--- src/rtl/sbox_seq_engine.sv ---
// DES S-box layer evaluated LANES boxes per cycle over 8/LANES cycles, with an optional
// P permutation. Handshakes are valid/ready: a transfer happens on a rising edge where both are high.
module sbox_seq_engine #(
    parameter int LANES  = 8,
    parameter int P_PERM = 0
) (
    input  logic        clk,
    input  logic        reset_n,
    input  logic        in_valid,
    output logic        in_ready,
    input  logic [47:0] in_data,
    input  logic [47:0] in_key,
    output logic        out_valid,
    input  logic        out_ready,
    output logic [31:0] out_data,
    output logic        busy
);
    localparam int ITER = 8 / LANES;
    localparam logic [2:0] LAST_CNT = 3'(ITER - 1);

    localparam logic [1:0] S_IDLE = 2'd0;
    localparam logic [1:0] S_BUSY = 2'd1;
    localparam logic [1:0] S_DONE = 2'd2;

    generate
        if (!(LANES == 1 || LANES == 2 || LANES == 4 || LANES == 8) || !(P_PERM == 0 || P_PERM == 1)) begin : g_param_check
            $error("sbox_seq_engine: LANES must be 1, 2, 4 or 8 and P_PERM 0 or 1");
        end
    endgenerate

    // S1..S8 row-major; entry {box,row,col} sits at index 511 - {box,row,col}.
    localparam logic [511:0][3:0] SBOX_ROM = {
        64'hE4D12FB83A6C5907, 64'h0F74E2D1A6CB9538, 64'h41E8D62BFC973A50, 64'hFC8249175B3EA06D,
        64'hF18E6B34972DC05A, 64'h3D47F28EC01A69B5, 64'h0E7BA4D158C6932F, 64'hD8A13F42B67C05E9,
        64'hA09E63F51DC7B428, 64'hD709346A285ECBF1, 64'hD6498F30B12C5AE7, 64'h1AD069874FE3B52C,
        64'h7DE3069A1285BC4F, 64'hD8B56F03472C1AE9, 64'hA690CB7DF13E5284, 64'h3F06A1D8945BC72E,
        64'h2C417AB6853FD0E9, 64'hEB2C47D150FA3986, 64'h421BAD78F9C5630E, 64'hB8C71E2D6F09A453,
        64'hC1AF92680D34E75B, 64'hAF427C9561DE0B38, 64'h9EF528C3704A1DB6, 64'h432C95FABE17608D,
        64'h4B2EF08D3C975A61, 64'hD0B7491AE35C2F86, 64'h14BDC37EAF680592, 64'h6BD814A7950FE23C,
        64'hD2846FB1A93E50C7, 64'h1FD8A374C56B0E92, 64'h7B419CE206ADF358, 64'h21E74A8DFC90356B
    };

    // out[i] = in[P_TAB[i]] in 0-based LSB numbering; first entry is output bit 31.
    localparam logic [31:0][4:0] P_TAB = {
        5'd16, 5'd25, 5'd12, 5'd11, 5'd3,  5'd20, 5'd4,  5'd15,
        5'd31, 5'd17, 5'd9,  5'd6,  5'd27, 5'd14, 5'd1,  5'd22,
        5'd30, 5'd24, 5'd8,  5'd18, 5'd0,  5'd5,  5'd29, 5'd23,
        5'd13, 5'd19, 5'd2,  5'd26, 5'd10, 5'd21, 5'd28, 5'd7
    };

    function automatic logic [3:0] sbox(input logic [2:0] box, input logic [5:0] b);
        logic [8:0] idx;
        idx = {box, b[5], b[0], b[4:1]};
        return SBOX_ROM[~idx];
    endfunction

    function automatic logic [31:0] permute(input logic [31:0] s);
        logic [31:0] r;
        for (int i = 0; i < 32; i++) begin
            r[i] = s[P_TAB[i]];
        end
        return r;
    endfunction

    logic [1:0]  state;
    logic [2:0]  cnt;
    logic [47:0] operand;
    logic [31:0] work;
    logic [31:0] next_work;
    logic [31:0] final_data;
    logic [31:0] out_q;
    logic        accept;

    assign in_ready  = reset_n && ((state == S_IDLE) || ((state == S_DONE) && out_ready));
    assign accept    = in_valid && in_ready;
    assign out_valid = (state == S_DONE);
    assign busy      = (state == S_BUSY);
    assign out_data  = out_q;

    always_comb begin
        next_work = work;
        for (int l = 0; l < LANES; l++) begin : lane
            logic [2:0] box;
            box = 3'(int'(cnt) * LANES + l);
            next_work[(7 - int'(box)) * 4 +: 4] = sbox(box, operand[(7 - int'(box)) * 6 +: 6]);
        end
    end

    assign final_data = (P_PERM != 0) ? permute(next_work) : next_work;

    always_ff @(posedge clk) begin
        if (!reset_n) begin
            state   <= S_IDLE;
            cnt     <= '0;
            operand <= '0;
            work    <= '0;
            out_q   <= '0;
        end else begin
            case (state)
                S_IDLE: begin
                    if (accept) begin
                        operand <= in_data ^ in_key;
                        cnt     <= '0;
                        state   <= S_BUSY;
                    end
                end
                S_BUSY: begin
                    work <= next_work;
                    cnt  <= cnt + 3'd1;
                    if (cnt == LAST_CNT) begin
                        out_q <= final_data;
                        state <= S_DONE;
                    end
                end
                S_DONE: begin
                    // Result handoff and next acceptance share one edge for back-to-back operation.
                    if (accept) begin
                        operand <= in_data ^ in_key;
                        cnt     <= '0;
                        state   <= S_BUSY;
                    end else if (out_ready) begin
                        state <= S_IDLE;
                    end
                end
                default: state <= S_IDLE;
            endcase
        end
    end
endmodule

--- config.mk ---
export PLATFORM = sky130hd
export DESIGN_NAME = sbox_seq_engine
export DESIGN_NICKNAME = d
export VERILOG_FILES = /design/src/rtl/sbox_seq_engine.sv
export SDC_FILE = /design/constraint.sdc
export NUM_CORES = 1
export LEC_CHECK = 0
export ABC_AREA = 1
export ABC_CLOCK_PERIOD_IN_PS = 1980
export BUFFER_PORTS_ARGS = -buffer_cell sky130_fd_sc_hd__buf_2
export CORE_MARGIN = 10
export CORE_UTILIZATION = 35
export DETAILED_ROUTE_END_ITERATION = 10
export PLACE_DENSITY_LB_ADDON = 0.08
export SYNTH_ARGS = -nofsm -noshare
export SYNTH_HDL_FRONTEND = slang
export SYNTH_SLANG_ARGS = --single-unit
--- constraint.sdc ---
create_clock -name clk -period 1.98 [get_ports clk]
set_input_delay 0 -clock clk [delete_from_list [all_inputs] [get_ports clk]]
set_output_delay 0 -clock clk [all_outputs]
set_load 0.02 [all_outputs]
==> results.py, run 1 <==
metrics = {
    "cts": {
        "cts_buffers": 9,
        "cts_root_buf": "clkbuf_16",
        "cts.clk_slew.worst_paths_ns": 0.06,
        "cts_tree": "done",
        "cts_max_level": 3,
        "clock-sinks": 85,
        "clock_latency_ns": 0.35,
        "cts_buffer_depth": 2,
    },
    "job": {
        "cap_violations": 0,
    },
    "power_and_ir_drop": {
        "clkPwrFrac_pct": 29.2,
        "pwr-share-seq_pct": 34.9,
        "p_sw_share_pct": 37.1,
        "power_frac_comb_pct": 35.9,
        "intPower_uw": 3490,
        "switchingPower_uw": 2050,
        "cellPowerDensity_nw_per_um2": 613,
        "ir_drop_mv": 0.324,
        "p_leak_uw": 0.00440,
    },
    "placement": {
        "place_inst": 1634,
        "dp_hpwl_mm": 16.7,
        "port-buffer-count": 134,
        "place_congestion": 0.904,
    },
    "critical_path": {
        "required_ns": 2.26,
        "worstPathMaxFanout": 10,
        "crit_arrival_ns": 2.05,
        "cp-end-kind": "register",
        "r2r_end": "out_data[30]$_SDFFE_PN0P_",
        "reg2reg_depth": 11,
        "rrSetupSlack_ns": 0.21,
        "r2r_start": "operand[43]$_SDFFE_PN0P_",
        "crit_path_start_kind": "register",
        "crit_type": "reg2reg",
    },
    "status": {
        "status": "complete, no violations",
    },
    "cells_and_area": {
        "area_growth_pct": 19.0,
        "antenna_cells": 0,
        "multi_input_area_um2": 5200,
        "instances_no_fill": 1655,
        "regArea_um2": 1700,
        "fin_nets": 1542,
        "drive_gt1_share_pct": 14.9,
        "nFillCells": 2317,
    },
    "routing": {
        "firstDrtPassIters": 5,
        "dr.first_iter.drc_count": 551,
        "routed_wl_mm": 23.2,
        "viasPerCell": 5.04,
        "vias": 8349,
        "wl_per_cell_um": 14.0,
        "drc": 0,
        "ant_nets": 0,
    },
    "grt": {
        "grt_pass1_vias": 8047,
        "met1_usage_pct": 20.4,
        "grt_max_degree": 100,
        "use_met2_pct": 27.0,
        "grt_busiest_layer": "met2",
        "antenna_found_initial": 0,
        "grtUsageMet3_pct": 3.60,
        "grt_usage_pct": 16.1,
        "grt_overflow": 0,
        "grt_pass1_wl_mm": 39.1,
    },
    "timing": {
        "hold_ws_ns": 0.0122,
        "drv_slew": 0,
        "setup_violations": 0,
        "hold_viol": 0,
        "period_share_pct": 89.5,
        "slew-limit-headroom_pct": 60.3,
        "fmaxAchievable_mhz": 564,
        "fin_setup_tns_ns": 0,
        "fin_skew_ns": 0.00685,
        "period_minus_slack_ns": 1.77,
        "tightest_slew_ns": 0.596,
        "rsz0062_at_grt": "false",
    },
    "logic_synthesis": {
        "synth_edf_count": 0,
        "seq_area_frac_synth_pct": 22.4,
        "yosysUniqueCellTypes": 28,
        "synth_flop_cell": "dfxtp_1",
        "yosys.area.top_type_share_pct": 22.4,
        "yosysTopAreaCell": "dfxtp_1",
        "yosysMostFrequentCell": "nand2_1",
        "post_synth_most_frequent_cells": "nand2_1 (343), nand3_1 (206), o21ai_0 (112), a21oi_1 (105), inv_1 (98)",
        "synth_nets": 1405,
        "yosysWarnings": 0,
        "synth_async_sr_flop_share_pct": 0,
        "ys_ff_latch": 85,
        "netlist_top_cells_area": "dfxtp_1 (22%), nand2_1 (17%), nand3_1 (14%)",
        "syn_inst": 1240,
        "synthesis.area_um2": 7600,
        "syn_area_per_cell_um2": 6.13,
    },
    "floorplan": {
        "core_area_um2": 21200,
        "dieArea_um2": 28000,
        "initial_core_util_pct": 35.8,
        "die_x_um": 167,
        "die_h_um": 167,
        "pin_count": 135,
        "rows": 53,
    },
    "min_path": {
        "hp-start": "in_data[12]",
        "min_to": "operand[12]$_SDFFE_PN0P_",
        "hold_depth": 4,
        "hold_class": "in2reg",
    },
}
==> what timing repair did <==
item                                    CTS  global route
resized for setup                         0             3
endpoints found under the setup margin    0             6
setup buffers                             0             0
hold buffers                              7             0
endpoints found under the hold margin     4             0
==> worst max path at each step <==
| stage | from | endpoint | slack (ns) | cells after the start |
|---|---|---|---|---|
| after floorplan | operand[31]$_SDFFE_PN0P_ | out_data[21]$_SDFFE_PN0P_ | 0.34 | 12 |
| after global placement | operand[43]$_SDFFE_PN0P_ | out_data[31]$_SDFFE_PN0P_ | 0.20 | 11 |
| after detailed placement | operand[43]$_SDFFE_PN0P_ | out_data[31]$_SDFFE_PN0P_ | 0.17 | 11 |
| after CTS | operand[43]$_SDFFE_PN0P_ | out_data[31]$_SDFFE_PN0P_ | 0.15 | 11 |
| after global routing | operand[43]$_SDFFE_PN0P_ | out_data[31]$_SDFFE_PN0P_ | 0.02 | 11 |
| final | operand[43]$_SDFFE_PN0P_ | out_data[30]$_SDFFE_PN0P_ | 0.21 | 11 |
==> stage by stage <==
step                      utilization (%)  setup slack (ns)  cell area, um^2  total power (uW)
after global placement               41.0             0.201             8700              3970
after detailed placement             41.0             0.166             8700              3940
after floorplan                         -             0.338             7600              3350
final                                42.6             0.207             9040              5550
after global routing                 42.6            0.0215             9040              6000
after CTS                            42.6             0.155             9040              5620
==> worst max-delay path: stages (launching register included) <==
cell and delay (ns):
dfxtp_1 0.46, inv_2 0.14, ha_1 0.35, inv_1 0.08, nand2_1 0.11, o21ai_0 0.14
nand2_1 0.09, nand3_1 0.09, nand2_1 0.05, nand2_1 0.05, nand2_1 0.05, a21oi_1 0.10
==> final cells by class <==
class                   count  area share (%)
clock buffers              13            2.88
clock inverters             1          0.0830
inverters                 107            4.44
multi-input cells         985            57.5
flip-flops and latches     85            18.8
well taps                 275            3.80
repair buffers            189            12.5
==> flip-flops by register name, indices dropped and copies added (netlist names) <==
register,cells
cnt,3
operand,48
out_data,32
state,2
==> kinds of logic (layout without fill, tap and decap cells) <==
group	count (synthesis)	in the layout	synth area share (%)
DFF	85	85	22.4
xor gates and xnor gates	49	49	5.65
and+or+nand+nor	620	620	34.5
adders and majority gates	65	65	10.7
buffers and inverters	170	310	9.27
AOI/OAI and AO/OA	251	251	17.5
==> placed cells by master (no fill, tap or decap) <==
cell,n
nand2_1,343
nand3_1,206
buf_2,134
o21ai_0,112
a21oi_1,105
inv_1,97
dfxtp_1,83
ha_1,65
nor2_1,60
xor2_1,48
buf_4,46
o211ai_1,22
o21ai_1,10
clkbuf_16,9
dlygate4sd3_1,7
clkinv_1,6
inv_2,4
nand4_1,4
or2_2,2
nand3b_1,2
clkbuf_1,2
clkbuf_8,2
dfxtp_2,2
buf_12,2
nor2_4,1
a211oi_4,1
nand2_4,1
nand3_2,1
a211oi_1,1
xnor2_1,1
clkinvlp_4,1
==> power groups by stage <==
stage               clock [uW]  combinational, uW  sequential [uW]
floorplan                    0               1330             2010
global placement             0               1990             1980
detailed placement           0               1960             1970
CTS                       1690               1990             1940
global route              1760               2280             1960
finish                    1620               1990             1940
==> metal layers <==
layer | part of all wire, % | wire length (um)
met1 | 47 | 10800
met2 | 46 | 10800
met3 | 6.1 | 1410
met4 | 1.0 | 233
met5 | 0 | 0
Power figures use the tool's default switching activity.
==> run 2: changes to the inputs <==
Settings changed: ABC_CLOCK_PERIOD_IN_PS 1980 to 1400.
Clock period 1.98 ns to 1.4 ns, I/O delays scaled along.
==> results.py, run 2 (synthesis gave the netlist of run 1 again) <==
metrics = {
    "routing": {
        "drc": 0,
        "ant_nets": 0,
        "wl_per_cell_um": 14.0,
        "routed_wl_mm": 24.3,
        "dr.first_iter.drc_count": 468,
        "viasPerCell": 5.05,
        "vias": 8807,
        "firstDrtPassIters": 6,
    },
    "critical_path": {
        "crit_type": "reg2reg",
        "critical_path.top_delay_family": "simple AND/OR/NAND/NOR gates",
        "slowest_delay_ns": 0.38,
        "required_ns": 1.64,
        "crit_chain": "inv_6 -> ha_4 -> nor2_4 -> nor2_2 -> nand2_1 -> nand3_1 -> nand2_1 -> nand2_1 -> nand3_1 -> nand2_1 -> inv_1",
        "cp-end-kind": "register",
        "crit_buf_inv": 2,
        "crit_arrival_ns": 1.67,
        "worstPathMaxFanout": 5,
        "crit_path_start_kind": "register",
        "slowest_stage": "dfxtp_4",
        "crit_path_frequent_cell": "nand2_1",
    },
    "floorplan": {
        "dieArea_um2": 28000,
        "core_area_um2": 21200,
        "initial_core_util_pct": 35.8,
        "die_x_um": 167,
        "pin_count": 135,
        "rows": 53,
        "die_h_um": 167,
    },
    "cells_and_area": {
        "final_cell_mix": "nand2_1 (292), nand3_1 (163), buf_2 (134)",
        "multi_input_area_um2": 6170,
        "largest_register_ffs": 48,
        "area_growth_pct": 46.1,
        "nFillCells": 2196,
        "layout.cells.most_common": "nand2_1",
        "top_register": "operand",
        "drive_gt1_share_pct": 35.9,
        "antenna_cells": 0,
        "regArea_um2": 1770,
        "fin_nets": 1629,
    },
    "job": {
        "cap_violations": 0,
    },
    "grt": {
        "grt_usage_pct": 16.1,
        "grt_overflow": 0,
        "grt_pass1_wl_mm": 39.6,
        "grt_pass1_vias": 8424,
        "grt_max_degree": 59,
        "antenna_found_initial": 0,
    },
    "timing": {
        "rsz0062_at_grt": "true",
        "hold_viol": 0,
        "layout_setup_ws_ns": -0.0298,
        "fmaxAchievable_mhz": 699,
        "tightest_slew_ns": 0.434,
        "drv_slew": 0,
        "hold_ws_ns": 0.00735,
        "fin_skew_ns": 0.00810,
        "period_minus_slack_ns": 1.43,
        "setup_violations": 4,
        "slew-limit-headroom_pct": 71.0,
        "period_share_pct": 102,
    },
    "cts": {
        "cts_buffer_depth": 2,
        "clock-sinks": 85,
        "clock_latency_ns": 0.35,
        "cts.clk_slew.worst_paths_ns": 0.06,
        "cts_tree": "done",
        "cts_buffers": 9,
        "cts_max_level": 3,
        "cts_root_buf": "clkbuf_16",
    },
    "placement": {
        "dp_hpwl_mm": 17.6,
        "place_congestion": 0.894,
        "port-buffer-count": 134,
        "pre_cts_ws_ns": -0.0818,
    },
    "power_and_ir_drop": {
        "p_leak_uw": 0.00510,
        "ir_drop_mv": 0.559,
        "cellPowerDensity_nw_per_um2": 822,
    },
    "status": {
        "status": "complete, but fails checks",
        "violations": "setup timing",
    },
    "min_path": {
        "hold_class": "in2reg",
    },
}
run 2: path summary, 6_finish.rpt:
kind                            start  slack, ns                         to  cells past startpoint
min                        in_key[11]      0.007   operand[11]$_SDFFE_PN0P_                      4
min reg2reg  out_data[6]$_SDFFE_PN0P_       0.46   out_data[6]$_SDFFE_PN0P_                      2
max          operand[38]$_SDFFE_PN0P_      -0.03  out_data[27]$_SDFFE_PN0P_                     11
max reg2reg  operand[38]$_SDFFE_PN0P_      -0.03  out_data[27]$_SDFFE_PN0P_                     11
run 2: final cells by class:
class / instances / share of cell area (%)
multi-input cells: 985 / 55.5
repair buffers: 275 / 18.2
flip-flops and latches: 85 / 15.9
inverters: 107 / 4.38
well taps: 275 / 3.10
clock buffers: 12 / 2.41
clock inverters: 4 / 0.406
repair inverters: 1 / 0.0676
run 2: power by group:
part	internal, uW	switching [uW]
combinational	1640	2170
clock	1530	1040
sequential	2590	148
run 2: repair_timing:
| action | CTS | global route |
|---|---|---|
| pin swaps | 20 | 109 |
| hold buffers | 9 | 0 |
| gates cloned | 0 | 1 |
| buffers inserted | 2 | 7 |
| setup endpoints to repair | 34 | 51 |
| gates resized for setup | 71 | 272 |
| endpoints found under the hold margin | 5 | 0 |
run 2: per-stage QoR:
step	TNS (ns)	total power (uW)	std cells	util [%]	instance area, um^2
6_report	-0.0682	9130	1744	52.3	11100
5_1_grt	-2.57	9770	1744	52.3	11100
4_1_cts	-0.00315	8720	1736	47.8	10100
3_5_place_dp	-0.936	5940	1709	45.1	9570
3_3_place_gp	-0.955	5970	1709	45.1	9570
2_1_floorplan	-0.00547	4790	1240	-	7730
run 2: tightest hold or removal path: stages:
cell	delay [ns]
buf_2	0.08
xor2_1	0.06
o21ai_1	0.12
a21oi_1	0.04
run 2: layer usage:
| layer | vias to the layer above | wire, um | track usage (%) |
|---|---|---|---|
| met5 | - | 0 | 0 |
| met4 | 0 | 380 | 4.24 |
| met3 | 31 | 1150 | 3.07 |
| met2 | 214 | 12100 | 27.7 |
| met1 | 4015 | 10700 | 20.0 |
| li1 | 4547 | - | - |
